### src/rtl/dnn_host_seq.sv
// dnn_host_seq -- host-side sequencer for the 4-cycle DNN inference datapath.
// It issues one sample per accept slot, reserves FIFO space before each issue,
// captures the paired results and flags datapath protocol violations.
// Optional feature: define DNN_HOST_SEQ_CNT_EN to add the 16-bit infer_cnt output.
// s_w packing (5-bit slots, slot 0 at the LSB):
//   slot 4*h+i (h=0..3, i=0..3) = w{i}{h+4}: w04,w14,w24,w34,w05,...,w37
//   slots 16..23 = w48,w58,w49,w59,w68,w69,w78,w79
module dnn_host_seq #(
  parameter int DEPTH = 4
) (
  input  logic         clk,
  input  logic         rst,
  input  logic         s_valid,
  output logic         s_ready,
  input  logic [27:0]  s_x,
  input  logic [119:0] s_w,
  output logic [6:0]   x0,
  output logic [6:0]   x1,
  output logic [6:0]   x2,
  output logic [6:0]   x3,
  output logic [4:0]   w04, w14, w24, w34,
  output logic [4:0]   w05, w15, w25, w35,
  output logic [4:0]   w06, w16, w26, w36,
  output logic [4:0]   w07, w17, w27, w37,
  output logic [4:0]   w48, w58, w49, w59,
  output logic [4:0]   w68, w69, w78, w79,
  output logic         in_ready,
  input  logic [20:0]  out0,
  input  logic [20:0]  out1,
  input  logic         out0_ready,
  input  logic         out1_ready,
  output logic         r_valid,
  input  logic         r_ready,
  output logic [20:0]  r_out0,
  output logic [20:0]  r_out1,
  output logic         err
`ifdef DNN_HOST_SEQ_CNT_EN
  ,
  output logic [15:0]  infer_cnt
`endif
);

  localparam int AW = $clog2(DEPTH);
  localparam int CW = AW + 1;

  typedef enum logic [1:0] {IDLE, P1, P2, P3} phase_t;

  phase_t        phase_q, phase_d;
  logic          expect_q, expect_d;
  logic [2:0]    quiet_q, quiet_d;
  logic          err_q, err_d;
  logic [AW-1:0] wr_ptr_q, wr_ptr_d;
  logic [AW-1:0] rd_ptr_q, rd_ptr_d;
  logic [CW-1:0] count_q, count_d;
  logic [41:0]   mem_q [DEPTH];

  logic          quiet;
  logic          issue;
  logic          push;
  logic          pop;
  logic          violation;
  logic [CW:0]   need;
  logic [27:0]   x_bus;
  logic [119:0]  w_bus;
  logic [4:0]    w_arr [24];

  // Issue is allowed only in the accept slot, outside the post-reset quiet
  // window, and when the FIFO can still absorb every result already owed.
  assign quiet    = (quiet_q != 3'd0);
  assign need     = {1'b0, count_q} + {{CW{1'b0}}, expect_q};
  assign s_ready  = (phase_q == IDLE) && (need < DEPTH[CW:0]) && !quiet;
  assign issue    = s_valid && s_ready;
  assign in_ready = issue;

  // Sample fields reach the datapath only during the issue cycle.
  assign x_bus = issue ? s_x : '0;
  assign w_bus = issue ? s_w : '0;
  assign {x3, x2, x1, x0} = x_bus;

  generate
    for (genvar gi = 0; gi < 24; gi++) begin : g_w
      assign w_arr[gi] = w_bus[gi*5 +: 5];
    end
  endgenerate

  assign w04 = w_arr[0];  assign w14 = w_arr[1];  assign w24 = w_arr[2];  assign w34 = w_arr[3];
  assign w05 = w_arr[4];  assign w15 = w_arr[5];  assign w25 = w_arr[6];  assign w35 = w_arr[7];
  assign w06 = w_arr[8];  assign w16 = w_arr[9];  assign w26 = w_arr[10]; assign w36 = w_arr[11];
  assign w07 = w_arr[12]; assign w17 = w_arr[13]; assign w27 = w_arr[14]; assign w37 = w_arr[15];
  assign w48 = w_arr[16]; assign w58 = w_arr[17]; assign w49 = w_arr[18]; assign w59 = w_arr[19];
  assign w68 = w_arr[20]; assign w69 = w_arr[21]; assign w78 = w_arr[22]; assign w79 = w_arr[23];

  // A result is only taken when it was owed and both strobes agree.
  assign push      = expect_q && out0_ready && out1_ready;
  assign pop       = r_valid && r_ready;
  assign violation = (out0_ready != out1_ready)
                   || ((out0_ready || out1_ready) && !expect_q)
                   || (expect_q && !out0_ready && !out1_ready);

  assign r_valid = (count_q != '0);
  assign r_out0  = r_valid ? mem_q[rd_ptr_q][20:0]  : '0;
  assign r_out1  = r_valid ? mem_q[rd_ptr_q][41:21] : '0;
  assign err     = err_q;

  // Phase tracking mirrors the datapath pipeline; expect marks the capture slot.
  always_comb begin
    phase_d  = phase_q;
    case (phase_q)
      IDLE:    if (issue) phase_d = P1;
      P1:      phase_d = P2;
      P2:      phase_d = P3;
      P3:      phase_d = IDLE;
      default: phase_d = IDLE;
    endcase
    expect_d = (phase_q == P3);
  end

  // FIFO bookkeeping, quiet-window countdown and sticky error.
  always_comb begin
    wr_ptr_d = wr_ptr_q;
    rd_ptr_d = rd_ptr_q;
    count_d  = count_q;
    if (push) wr_ptr_d = wr_ptr_q + AW'(1);
    if (pop)  rd_ptr_d = rd_ptr_q + AW'(1);
    case ({push, pop})
      2'b10:   count_d = count_q + CW'(1);
      2'b01:   count_d = count_q - CW'(1);
      default: count_d = count_q;
    endcase
    quiet_d = quiet ? (quiet_q - 3'd1) : quiet_q;
    err_d   = err_q || (violation && !quiet);
  end

  // Control state; reset discards any in-flight inference and FIFO contents.
  always_ff @(posedge clk or posedge rst) begin
    if (rst) begin
      phase_q  <= IDLE;
      expect_q <= 1'b0;
      quiet_q  <= 3'd4;
      err_q    <= 1'b0;
      wr_ptr_q <= '0;
      rd_ptr_q <= '0;
      count_q  <= '0;
    end else begin
      phase_q  <= phase_d;
      expect_q <= expect_d;
      quiet_q  <= quiet_d;
      err_q    <= err_d;
      wr_ptr_q <= wr_ptr_d;
      rd_ptr_q <= rd_ptr_d;
      count_q  <= count_d;
    end
  end

  // Result storage; contents are only visible through a non-zero count.
  always_ff @(posedge clk) begin
    if (push) mem_q[wr_ptr_q] <= {out1, out0};
  end

`ifdef DNN_HOST_SEQ_CNT_EN
  logic [15:0] cnt_q, cnt_d;

  assign cnt_d     = push ? (cnt_q + 16'd1) : cnt_q;
  assign infer_cnt = cnt_q;

  // Completed-inference counter, wraps naturally at 16 bits.
  always_ff @(posedge clk or posedge rst) begin
    if (rst) cnt_q <= 16'd0;
    else     cnt_q <= cnt_d;
  end
`endif

endmodule

### config.mk
export PLATFORM = sky130hd
export DESIGN_NAME = dnn_host_seq
export DESIGN_NICKNAME = d
export VERILOG_FILES = /design/src/rtl/dnn_host_seq.sv
export SDC_FILE = /design/constraint.sdc
export NUM_CORES = 1
export LEC_CHECK = 0
export CAP_MARGIN = 20
export CORE_AREA = 2 2 150 152
export CTS_BUF_LIST = sky130_fd_sc_hd__clkbuf_8
export DETAILED_ROUTE_END_ITERATION = 12
export DIE_AREA = 0 0 152 154
export PLACE_DENSITY = 0.79
export SLEW_MARGIN = 15
export SYNTH_ARGS = -nofsm -noshare
export SYNTH_HDL_FRONTEND = slang
export SYNTH_SLANG_ARGS = --single-unit
### constraint.sdc
create_clock -name clk -period 2.45 [get_ports clk]
set_clock_uncertainty 0.15 [all_clocks]
set_input_delay 0.735 -clock clk [delete_from_list [all_inputs] [get_ports clk]]
set_output_delay 0.735 -clock clk [all_outputs]
set_load 0.03 [all_outputs]
======== Word level (Yosys, flattened, before mapping) ========
Memory sizes are Yosys's and may differ from the RTL's.
Cells that the tools add are included.
W data, S select, Z words.
storage, ports and cells
  register bits ........................... 14
  memory bits (writable) .................. 168
  logic and storage cells ................. 53
  memories kept ........................... 1
operators by class
  add/subtract/negate cells ............... 6
  magnitude comparators ................... 1
  equal/unequal tests ..................... 7
  multiplexer cells ....................... 9
  reduce and logical (&&, ||, !) cells .... 22
memories
  name   depth  bits a word  read ports  clocked after memory_dff  wr ports  line  text
  mem_q  4      42           1           0                         1         55    logic [41:0] mem_q [DEPTH];
operators by type and width
  operator               count
  $mux W120              1
  $mux W21               2
  $mux W28               1
  $logic_and A1 B1 Y1    10
  $pmux W2 S4            1
  $eq A2 B2 Y1 const B   3
  $pmux W3 S2            1
  $reduce_bool A3 Y1     2
  $sub A3 B1 Y3 const B  2
  $add A2 B1 Y2 const B  2
  $add A3 B1 Y4          1
  $eq A2 B1 Y1 const B   2
  $logic_not A1 Y1       4
  $logic_or A1 B1 Y1     4
  $lt A4 B3 Y1 const B   1
  $add A3 B1 Y3 const B  1
  $logic_not A2 Y1       1
  $mux W1                2
  $mux W2                1
  $ne A2 B2 Y1 const B   1
  $reduce_bool A2 Y1     1
  $ne A1 B1 Y1           1

======== Longest topological paths before layout ========
Gate-level depths: netlist of the first run.
  depth in word-level cells ............... 7
  depth in mapped cells ................... 9
  mapped depth without buffers ............ 8

======== Worst setup path after synthesis of the first run ========
OpenSTA, ideal clock, no wires.
  path type ............................... register to output
  start point ............................. register quiet_q[0]
  end point ............................... output w78[0]
  arrival time ............................ 1,890 ps
  setup slack ............................. -325 ps
  stages on the path, launching flop included .. 8
  path through ............................ dfrtp_1 inv_1 ha_1 nand2b_1 buf_2 nor4_4 clkbuf_1 and2_1
on the way
  longest elaborated chain between the ends .. 5
RTL lines
  element                 line  text
  from (decl)             50    logic [2:0] quiet_q, quiet_d;
  from (signal assigned)  147   quiet_q <= quiet_d;
  $reduce_bool A3 Y1      69    assign quiet = (quiet_q != 3'd0);
  $logic_not A1 Y1        71    assign s_ready = (phase_q == IDLE) && (need < DEPTH[CW:0]) && !quiet;
  $logic_and A1 B1 Y1     71
  $logic_and A1 B1 Y1     72    assign issue = s_valid && s_ready;
  net in_ready            27    output logic in_ready,
  $mux W120               77    assign w_bus = issue ? s_w : '0;
  to (decl)               26    output logic [4:0] w68, w69, w78, w79,
The timed path passes the listed nets, and every way through them passes these cells.

======== Final worst setup path of the first run ========
  start point ............................. register phase_q[0]
  end point ............................... output x3[2]
on the way
  longest elaborated chain between the ends .. 5
RTL lines
  element                            line  text
  from (decl)                        48    phase_t phase_q, phase_d;
  from (signal assigned)             145   phase_q <= phase_d;
  $logic_not A2 Y1                   71
  $logic_and A1 B1 Y1 (2 in series)  71
  $logic_and A1 B1 Y1                72
  $mux W28                           76    assign x_bus = issue ? s_x : '0;
  to (decl)                          20    output logic [6:0] x3,
No other way between the ends.

==> results.cfg, run 1 <==
[synth]
avgSynthCellArea_sq_um = 16.04
synth_ff_type = edfxtp_1
synth_edf_count = 168
synth_nets = 718
yosys.cell_types.count = 29
synth_top_cell_by_area = edfxtp_1
synth_warnings = 0
seq_area_frac_synth = 0.6609
synth_area_leaders = edfxtp_1 (62%), and2_1 (15%), mux4_2 (12%), dfrtp_1 (4.0%), ha_1 (1.8%)
synth_cells = 509
synth_top_area_share = 0.6178
ys_async_sr_fraction = 0.07692
syn_area_sq_um = 8165
ys_ff_latch = 182

[clock_network]
cts_root_buffer = clkbuf_8
cts_tree = done
clock_sinks = 182
clk_pin_slew_ps = 100
worstSkewPairLatency_ps = 470
numCtsBuffers = 17
htreeDepth = 4
holdBufCountCts = 0
clk_path_buf_depth = 2

[routing]
post_drt_via_cell_ratio = 4.892
drtIter0Drc = 418
drt-pass1-iter-count = 5
wire_per_inst_um = 25.12
ant_nets = 0
vias = 6046
wl_mm = 31.05
drc = 0

[critical_path]
critPathKind = flop to primary output
worstPathRequired_ps = 1560
critPathCaptureType = primary output
crit_path_start_kind = flop
cp_cell_sequence = inv_2 -> ha_4 -> nand2_8 -> nor4_4 -> buf_12 -> buf_12 -> and2_2 -> buf_12
cp_max_fo = 42
max_stage_delay_ps = 400
cpMostUsedCell = buf_12
crit_slowest_cell = dfrtp_1
worstPathArrival_ps = 2180

[sta]
worst_slack_ps = -612.8
worst_slew_pin_slew_ps = 617.3
finalHoldViolCount = 0
slew_viol_final = 0
slew_headroom = 0.5880
layout_min_cycle_time_ps = 3063
rsz0062_at_grt = yes
fmax_mhz = 326.5
period_share = 1.250
whs_ps = 340.5
setup_viol = 193
finalSetupTns_ps = -102690

[place]
portBuffers = 389
place_hpwl_mm = 24.21
dp_slack_ps = -808.6
placed_cells = 1195
place.gp.congestion = 0.8839

[final_layout]
layout_common_cells = clkdlybuf4s50_1 (195), edfxtp_1 (168), buf_4 (124)
fill_cells = 1540
finalNonFillerCells = 1236
area_growth_pct = 72.20
multi_input_comb_area_sq_um = 2872
drive_gt1_frac = 0.5252
mostFrequentLayoutCell = clkdlybuf4s50_1
final_nets = 1150
seq_area_sq_um = 5399

[power_and_ir_drop]
leakage_nw = 5.473
peakVddDrop_v = 0.0008345
p_per_area_nw_per_um2 = 909.7

[floorplanning]
io_pins = 390
die_area_sq_um = 23410
core_sq_um = 21690
num_rows = 54
fp.dieW_um = 152
die_h_um = 154
initial_core_util = 0.3765

[run_status]
violations = setup timing
status = finished, violations left

[global_routing]
grt_pass1_wl_mm = 44.22
grt_max_degree = 43
grt_pass1_vias = 6228
antenna_found_initial = 4
grt-ovfl-total = 0
track_usage = 0.2648

[run]
drv_cap = 0

[hold_path]
min_path_type = flop to flop
## cells by family after synthesis
family | after synthesis | synth area share
flops | 182 | 0.6609
xor+xnor | 7 | 0.007509
fa+ha+maj | 13 | 0.02084
mux | 46 | 0.1209
simple gates | 209 | 0.1603
compound gates | 5 | 0.004290
buf+inv | 47 | 0.02528
## metal layers
| metal | up-vias | GRT usage | wire, um |
|---|---|---|---|
| li1 | 2694 | - | - |
| met1 | 3021 | 0.3616 | 12800 |
| met2 | 298 | 0.4009 | 14450 |
| met3 | 29 | 0.1088 | 3364 |
| met4 | 4 | 0.05607 | 416 |
| met5 | - | 0 | 23 |
## timing repair
action                     4_1_cts  5_1_grt
setup endpoints to repair      193      195
pin swaps                       13        5
cloned                           1        0
gates resized for setup        156        8
buffers inserted                 6        0
## cell usage after synthesis (2+ instances only)
cell	number
xnor2_1	4
nand2b_1	2
inv_1	14
mux4_2	42
and3_1	2
xor2_1	3
nand2_1	2
ha_1	12
and2_1	195
dfrtp_1	13
buf_2	6
clkbuf_2	12
edfxtp_1	168
mux2i_1	3
nor2_1	4
clkbuf_1	13
buf_4	2
## through the flow
step | instance area [sq um] | power [mW] | util
after floorplan | 8439 | 7.484 | -
final | 14060 | 12.79 | 0.6483
after CTS | 14030 | 12.84 | 0.6471
after global routing | 14060 | 13.34 | 0.6482
after global placement | 13510 | 10.53 | 0.6227
after detailed placement | 13510 | 10.58 | 0.6227
## power by group
group / internal (mW) / total, mW / switching, mW
clock: 0.727 / 1.85 / 1.12
combinational: 3.63 / 7.22 / 3.60
sequential: 3.61 / 3.72 / 0.103
## final timing paths
check | start | endpoint | slack, ps | cells after the start
worst max-delay path | phase_q[0] | x3[2] | -610 | 8
worst max register to register | count_q[0] | count_q[2] | 150 | 9
max in group asynchronous | rst | rd_ptr_q[0] | 1200 | 2
worst min-delay path | quiet_q[2] | quiet_q[2] | 340 | 1
min in group asynchronous | rst | count_q[2] | 510 | 2
worst min register to register | quiet_q[2] | quiet_q[2] | 340 | 1
## flip-flops by register name, summed over array words and instances, names as in the netlist
register / flops
count_q: 3
rd_ptr_q: 2
err: 1
wr_ptr_q: 2
phase_q: 2
expect_q: 1
quiet_q: 3
mem_q: 168
## cell type report
type,count,area share
Sequential cell,182,0.3840
Timing Repair Buffer,446,0.3577
Multi-Input combinational cell,280,0.2042
Tap cell,280,0.02492
Clock buffer,17,0.01664
Clock inverter,15,0.008453
Inverter,14,0.003737
Antenna cell,2,0.0003559
## worst max-delay path, delay by kind of cell, from the launching register on
family,cells,cell delay (ps)
buffers and inverters,4,580
and+or+nand+nor,3,520
DFF,1,400
adders and majority gates,1,170
No activity file was read; power rests on OpenSTA's default activity.
==> inputs of run 2 (changes only) <==
TNS_END_PERCENT = 30   (was not set)
==> run 2 against run 1 <==
  * Wire length rose by 5.9%
  * Combinational power rose by 9.3%
  * Sequential share of layout area fell by 1.9 points
  * Sequential power barely moved
  * Clock power rose by 3%
  * Maximum frequency rose by 0.37%
  * Count of clock-buffer cells in the layout did not move
  * Largest power group unchanged
  * Global-route usage rose by 1.0 points
  * Register-to-register slack got worse by 100 ps
  * Worst hold slack improved by 51 ps
  * The flow still finishes with violations (setup timing)
  * Cell count rose by 0.81%
==> results.cfg, run 2 (synthesis results as in run 1) <==
[floorplanning]
io_pins = 390
die_h_um = 154
core_sq_um = 21690
initial_core_util = 0.3765
fp.dieW_um = 152
die_area_sq_um = 23410
num_rows = 54

[final_layout]
layout_common_cells = clkdlybuf4s50_1 (194), edfxtp_1 (168), and2_4 (166)
finalNonFillerCells = 1246
final_nets = 1155
mostFrequentLayoutCell = clkdlybuf4s50_1
final_util = 0.6829
area_growth_pct = 81.40
top_regs = mem_q x168, count_q x3, quiet_q x3
largest_register = mem_q
largest_reg_flops = 168
drive_gt1_frac = 0.5339

[hold_path]
min_path_type = flop to flop

[routing]
drt-pass1-iter-count = 4
vias = 6157
wl_mm = 32.88
drc = 0
drtIter0Drc = 348
ant_nets = 0
wire_per_inst_um = 26.39
post_drt_via_cell_ratio = 4.941

[global_routing]
grt_pass1_vias = 6590
met3_usage = 0.1113
grt_pass1_wl_mm = 46.11
busiest_layer = met2
globalRouteMet2Util = 0.4595
grt_max_degree = 46
use_met1 = 0.3182
track_usage = 0.2751
antenna_found_initial = 10
grt-ovfl-total = 0

[clock_network]
clk_path_buf_depth = 2
clk_pin_slew_ps = 90
worstSkewPairLatency_ps = 430
clock_sinks = 182
cts_tree = done
cts_root_buffer = clkbuf_8
numCtsBuffers = 17
htreeDepth = 4

[place]
dp_slack_ps = -738.7
place_hpwl_mm = 24.05
place.gp.congestion = 0.8629
portBuffers = 389
placed_cells = 1193

[run_status]
violations = setup timing
status = finished, violations left

[power_and_ir_drop]
leakage_nw = 5.726
power_mw = 13.54
p_per_area_nw_per_um2 = 914.3
peakVddDrop_v = 0.0009668

[run]
drv_cap = 0

[sta]
worst_slack_ps = -601.4
slew_headroom = 0.7665
period_share = 1.245
finalSetupTns_ps = -97040
worst_slew_pin_slew_ps = 349.7
finalHoldViolCount = 0
layout_min_cycle_time_ps = 3051
setup_viol = 193
slew_viol_final = 0
rsz0062_at_grt = yes
fmax_mhz = 327.7

[critical_path]
crit_path_start_kind = flop
worstPathArrival_ps = 2170
worstPathRequired_ps = 1560
critPathCaptureType = primary output
critPathKind = flop to primary output
cp_max_fo = 21
-- run 2: cell types whose count changed in the layout (fill, tap and decap cells not counted), moves of 2 or more --
cell,previous run,this run
clkbuf_16,0,3
buf_4,124,38
inv_2,2,4
and2_4,49,166
and2_2,120,4
buf_2,10,0
buf_12,87,91
clkdlybuf4s15_2,3,0
inv_1,13,10
buf_8,1,3
buf_6,24,117
buf_16,1,3
diode_2,2,7
-- run 2: area by class of cell --
| cell class | instances | area [sq um] |
|---|---|---|
| multi-input combinational | 280 | 3024 |
| antenna | 7 | 17.52 |
| clock inverter | 15 | 140.1 |
| clock buffer | 17 | 234.0 |
| tap | 280 | 350.3 |
| timing repair buffer | 451 | 5590 |
| sequential | 182 | 5403 |
| fill | 1433 | 6877 |
| inverter | 14 | 52.55 |
-- run 2: per-layer routing --
layer  up-vias  share of wire
met4        12          0.037
met2       291           0.50
met1      3081           0.37
met5         -         0.0024
li1       2714              -
met3        59          0.093
-- run 2: stage by stage --
step                instance area (sq um)  hold slack, ps
CTS                                 14550           357.9
floorplan                            8205           312.9
global placement                    13270           322.3
global route                        14800           399.3
finish                              14810           392.0
detailed placement                  13270           338.2
-- run 2: critical path, stage by stage, from the launching register on --
cell,delay [ps]
dfrtp_1,410
inv_2,90
ha_4,150
nand2b_4,70
nor4_4,220
buf_6,190
buf_6,140
buf_12,150
and2_1,170
buf_6,140
-- run 2: where the power goes --
part           leakage, nW  total, mW  internal [mW]  switching, mW
registers             1.68       3.74           3.62          0.125
logic                 3.86       7.89           4.15           3.73
clock network        0.188       1.91          0.828           1.08
-- run 2: path summary, 6_finish.rpt --
| kind | cells after the start | from | slack, ps | endpoint |
|---|---|---|---|---|
| max | 9 | quiet_q[1] | -600 | x3[5] |
| min | 1 | err | 390 | err |
| max reg2reg | 10 | count_q[1] | 50 | count_q[2] |
| min reg2reg | 1 | err | 390 | err |
| max in group asynchronous | 3 | rst | 1440 | quiet_q[2] |
| min in group asynchronous | 3 | rst | 450 | rd_ptr_q[1] |
-- run 2: timing repair --
action	CTS	global route
setup endpoints to repair	194	195
setup buffers	5	2
gates resized for setup	228	74
pin swaps	14	56
hold buffers	0	0
gates cloned	5	4
==> inputs of run 3 (changes only) <==
CORE_AREA = not set   (was 2 2 150 152)
CORE_MARGIN = 2   (was not set)
CORE_UTILIZATION = 38   (was not set)
DIE_AREA = not set   (was 0 0 152 154)
==> run 3 against run 2 <==
  * The run still ends with setup timing left
  * Maximum frequency rose by 0.47%
  * Via count fell by 2.3%
  * Combinational power rose by 5.8%
  * Worst setup slack improved by 14 ps
  * Worst hold slack got worse by 50 ps
  * Sequential share of layout area rose by 0.092 points
  * Total power rose by 3.1%
  * Global-route usage fell by 3.0 points
  * Sequential power barely moved
  * Design area fell by 0.32%
  * Die area fell by 3.1%
  * Utilization rose by 1.7 points
==> results.cfg, run 3 (synthesis results as in run 1) <==
[floorplanning]
initial_core_util = 0.3872
die_area_sq_um = 22680
core_sq_um = 21090
fp.dieW_um = 150.6
num_rows = 53
io_pins = 390
die_h_um = 150.6

[power_and_ir_drop]
pwr-share-clk = 0.135
leakage_nw = 5.769
p_per_area_nw_per_um2 = 945.3
sw_frac_of_total = 0.3649
peakVddDrop_v = 0.0007416
power_mw = 13.96
internal_power_mw = 8.864
comb_power_share = 0.598
switching_power_mw = 5.093
seqPwrFrac = 0.267

[critical_path]
worstPathArrival_ps = 2150
critPathCaptureType = primary output
crit_slowest_cell = dfrtp_1
reg2reg_setup_slack_ps = -30
cp_cell_sequence = inv_2 -> ha_4 -> nand2_4 -> nor4_4 -> buf_6 -> buf_12 -> clkbuf_16 -> and2_4 -> buf_12
critPathKind = flop to primary output
max_stage_delay_ps = 410
crit_path_start_kind = flop
cpLargestDelayFamily = buffers and inverters
cp_num_buf_inv = 5
cp_max_fo = 12
cpMostUsedCell = buf_12
worstPathRequired_ps = 1560

[sta]
slew_headroom = 0.5905
rsz0062_at_grt = yes
worst_slack_ps = -587.1
layout_min_cycle_time_ps = 3037
fmax_mhz = 329.3
setup_viol = 195
worst_slew_pin_slew_ps = 613.5
finalHoldViolCount = 0
finalSetupTns_ps = -100910
period_share = 1.240
slew_viol_final = 0

[final_layout]
mostFrequentLayoutCell = clkdlybuf4s50_1
fin_area_sq_um = 14760
area_growth_pct = 80.82
largest_register = mem_q
final_util = 0.7001
multi_input_comb_area_sq_um = 2969
layout_common_cells = clkdlybuf4s50_1 (194), edfxtp_1 (168), buf_6 (142)
top_regs = mem_q x168, count_q x3, quiet_q x3
fill_cells = 1355
finalNonFillerCells = 1250
largest_reg_flops = 168
final_nets = 1171
seq_area_sq_um = 5399
diodes = 0
drive_gt1_frac = 0.5159

[global_routing]
grt_max_degree = 37
grt_pass1_vias = 6062
grt-ovfl-total = 0
track_usage = 0.2451
antenna_found_initial = 2
grt_pass1_wl_mm = 39.66

[place]
place.gp.congestion = 0.8439
portBuffers = 389
place_hpwl_mm = 20.71
place_area_sq_um = 13060
placed_cells = 1190

[routing]
drc = 0
drt-pass1-iter-count = 4
met2_length_mm = 15.28
wire_per_inst_um = 23.60
met1Wirelength_mm = 11.41
wl_met3_mm = 2.383
top_layer_used = met5
drtIter0Drc = 254
post_drt_via_cell_ratio = 4.814
wl_mm = 29.49
ant_nets = 0
vias = 6018

[clock_network]
holdBufCountCts = 0
clock_sinks = 182
htreeDepth = 4
cts_root_buffer = clkbuf_8
clk_pin_slew_ps = 110
cts_tree = done
numCtsBuffers = 17
clk_path_buf_depth = 2
worstSkewPairLatency_ps = 450

[run_status]
status = finished, violations left
violations = setup timing

[run]
drv_cap = 0

[hold_path]
min_path_type = flop to flop
## run 3: repair_timing
action / in CTS / in global routing
gates cloned: 5 / 6
buffers inserted: 17 / 2
pin swaps: 58 / 17
endpoints found under the hold margin: 0 / 0
gates resized for setup: 385 / 46
endpoints found under the setup margin: 194 / 195
## run 3: stage by stage
step / hold WS, ps / setup slack, ps
global placement: 315.8 / -643.4
detailed placement: 326.6 / -675.4
global route: 358.1 / -693.6
CTS: 344.7 / -635.2
floorplan: 312.9 / -245.0
finish: 341.6 / -587.1
## run 3: worst paths after layout
| check | cells past startpoint | to | startpoint |
|---|---|---|---|
| setup reg to reg | 10 | count_q[2] | count_q[0] |
| setup / recovery | 9 | w07[4] | phase_q[1] |
| hold / removal | 1 | quiet_q[2] | quiet_q[2] |
| min in group asynchronous | 2 | expect_q | rst |
| hold reg to reg | 1 | quiet_q[2] | quiet_q[2] |
| max in group asynchronous | 2 | rd_ptr_q[1] | rst |
## run 3: cell type report
class | instances | area share
clock buffer | 17 | 0.01585
tap | 275 | 0.02331
multi-input combinational | 280 | 0.2011
clock inverter | 15 | 0.009576
inverter | 14 | 0.003559
sequential | 182 | 0.3657
timing repair buffer | 467 | 0.3809
## run 3: routing by layer
layer / vias up / track usage
met1: 2998 / 0.3093
met5: - / 0
met3: 32 / 0.07242
li1: 2741 / -
met2: 243 / 0.4234
met4: 4 / 0.04720
## run 3: power groups by stage
stage          logic [mW]  clock network, mW  registers (mW)
2_1_floorplan        3.60                  0            3.75
3_3_place_gp         6.58                  0            3.77
3_5_place_dp         6.63                  0            3.78
4_1_cts              8.10               1.92            3.72
5_1_grt              8.70               2.05            3.74
6_report             8.35               1.88            3.72
## run 3: worst reg2reg max path: stages, from the launching register on
cell	delay, ps
dfrtp_1	390
or3_1	450
buf_12	200
buf_4	200
and2_1	180
ha_1	200
inv_1	80
fa_1	180
xor2_1	140
nor2_1	60
xor2_1	140
==> RTL change: new RTL, flow settings as in run 3 <==
Put one more register stage on the output `err`, with the module's reset. The value now appears one clock later. The other outputs are not delayed to match.
--- a/src/rtl/dnn_host_seq.sv
+++ b/src/rtl/dnn_host_seq.sv
@@ -100,7 +100,13 @@
   assign r_valid = (count_q != '0);
   assign r_out0  = r_valid ? mem_q[rd_ptr_q][20:0]  : '0;
   assign r_out1  = r_valid ? mem_q[rd_ptr_q][41:21] : '0;
-  assign err     = err_q;
+  always_ff @(posedge clk or posedge rst) begin
+    if (rst) begin
+      err <= '0;
+    end else begin
+      err <= err_q;
+    end
+  end
 
   // Phase tracking mirrors the datapath pipeline; expect marks the capture slot.
   always_comb begin
Check against the original RTL: not equivalent (Yosys sat finds a counterexample within 10 cycles, from zero or initial values and one cycle with rst high).
==> RTL change against run 3 <==
  * The run still ends with setup timing left
  * Via count is 1.8% higher
  * Fmax is 2.9% lower
  * Sequential cell count is 1 higher
  * Routed wire length is 4.2% higher
  * Combinational power is 6.8% lower
  * Setup slack worse by 0.090 ns
  * Design area is 0.41% lower
  * Non-clock buffer count is 10 lower
  * Final cell count is 0.56% lower
  * Die area is 0.30% higher
  * Global-route usage is 1.6 points higher
  * Area after synthesis is 0.31% higher
  * Total power is 2.4% lower
  * Critical path type unchanged
  * Largest cell class unchanged
==> RTL change: results <==
# TYPE chip_impl_metric gauge
chip_impl_metric{name="tightestPinTransition",unit="ns"} 0.323
chip_impl_metric{name="grt_first_pass_wirelength",unit="um"} 42000
chip_impl_metric{name="grt_use_met1",unit="%"} 34.1
chip_impl_metric{name="vias_per_cell",unit=""} 4.93
chip_impl_metric{name="antenna_found_initial",unit=""} 2
chip_impl_info{name="violations_in_the_final_reports",value="setup timing"} 1
chip_impl_info{name="min_from",value="err_q"} 1
chip_impl_metric{name="finalSetupViolations",unit=""} 193
chip_impl_metric{name="async_flop_share",unit="%"} 8.20
chip_impl_info{name="synth.area.top_cells",value="sky130_fd_sc_hd__edfxtp_1 (62%), sky130_fd_sc_hd__and2_1 (15%), sky130_fd_sc_hd__mux4_2 (12%)"} 1
chip_impl_metric{name="finalWeightedCongestion",unit=""} 0.860
chip_impl_metric{name="first_iter_violations",unit=""} 308
chip_impl_metric{name="fraction_of_layout_cells_with_a_size_suffix_above_1",unit="%"} 50.8
chip_impl_metric{name="detailed_place_hpwl",unit="um"} 22300
chip_impl_info{name="status",value="complete, but fails checks"} 1
chip_impl_metric{name="worst_slack",unit="ns"} -0.677
chip_impl_metric{name="via_count_of_the_first_global_routing_pass",unit=""} 6281
chip_impl_info{name="critPathLaunch",value="quiet_q[1]"} 1
chip_impl_metric{name="critPathArrivalTime",unit="ns"} 2.24
chip_impl_metric{name="grt_use_met3",unit="%"} 7.71
chip_impl_metric{name="grt_usage",unit="%"} 26.1
chip_impl_info{name="netlist_top_cells_count",value="sky130_fd_sc_hd__and2_1 (195), sky130_fd_sc_hd__edfxtp_1 (168), sky130_fd_sc_hd__mux4_2 (42), sky130_fd_sc_hd__dfrtp_1 (14), sky130_fd_sc_hd__inv_1 (14)"} 1
chip_impl_metric{name="fillerInstances",unit=""} 1378
chip_impl_metric{name="irDropWorstVdd",unit="mV"} 0.904
chip_impl_metric{name="syn-instance-count",unit=""} 510
chip_impl_metric{name="pre_cts_ws",unit="ns"} -0.755
chip_impl_metric{name="pin_count_of_the_biggest_net_entering_global_routing",unit=""} 43
chip_impl_metric{name="num-nets-final",unit=""} 1162
chip_impl_metric{name="detail_route.wl_per_cell",unit="um"} 24.7
chip_impl_metric{name="power_leakage",unit="nW"} 5.71
chip_impl_metric{name="globalRouteMet2Util",unit="%"} 42.2
chip_impl_metric{name="seq_area_frac_synth",unit="%"} 66.2
chip_impl_metric{name="drt_wl_total",unit="um"} 30700
chip_impl_metric{name="worstPathMaxFanout",unit=""} 16
## RTL change: cell types whose count changed in the layout (fill, tap and decap cells not counted), sizes merged, moves of 2 or more
cell and delta:
inv -2, clkbuf -4, diode +2, bufinv +2, buf -5
## RTL change: kinds of logic after synthesis
kind of cell,synth area share (%)
buffers and inverters,2.52
multiplexers,12.1
AND/OR/NAND/NOR,16.0
AO/OA/AOI/OAI,0.428
XOR/XNOR,0.749
adder cells (fa/ha/maj),2.08
flip-flops,66.2
## RTL change: worst paths after layout
check / endpoint / depth (start not counted) / slack [ns]
min in group asynchronous: rd_ptr_q[0] / 2 / 0.37
hold reg to reg: err / 0 / 0.26
max in group asynchronous: quiet_q[2] / 3 / 1.29
setup reg to reg: count_q[2] / 9 / 0.26
setup / recovery: x1[1] / 10 / -0.68
hold / removal: err / 0 / 0.26
## RTL change: layout make-up
cell class | count | area share (%)
inverters | 14 | 0.357
repair buffers | 457 | 37.3
multi-input cells | 280 | 20.2
well taps | 275 | 2.34
clock buffers | 17 | 1.59
flip-flops and latches | 183 | 36.9
diodes | 2 | 0.0340
clock inverters | 15 | 1.26
## RTL change: through the flow
stage	total power, mW	instance area, um2	hold WS, ns
finish	13.6	14700	0.258
global route	14.1	14700	0.271
detailed placement	10.3	13100	0.212
floorplan	7.37	8230	0.198
CTS	13.1	14500	0.237
global placement	10.3	13100	0.214
## RTL change: per-layer routing
layer	wire length, um	up-vias	part of all wire [%]
met5	13	-	0.042
met4	814	2	2.6
met3	2640	46	8.6
met2	15100	273	49
met1	12200	3076	40
li1	-	2728	-
## RTL change: power by group through the flow
stage / clock network (mW) / registers, mW / logic, mW
final: 2.07 / 3.77 / 7.78
after global routing: 2.22 / 3.79 / 8.12
after CTS: 2.11 / 3.77 / 7.26
after detailed placement: 0 / 3.83 / 6.50
after global placement: 0 / 3.82 / 6.45
after floorplan: 0 / 3.77 / 3.60
## RTL change: what timing repair did
| item | in CTS | in global routing |
|---|---|---|
| gates resized for setup | 197 | 92 |
| endpoints found under the setup margin | 193 | 193 |
| setup buffers | 12 | 2 |
| pin swaps | 36 | 63 |
| gates cloned | 8 | 1 |
| hold buffers | 0 | 0 |
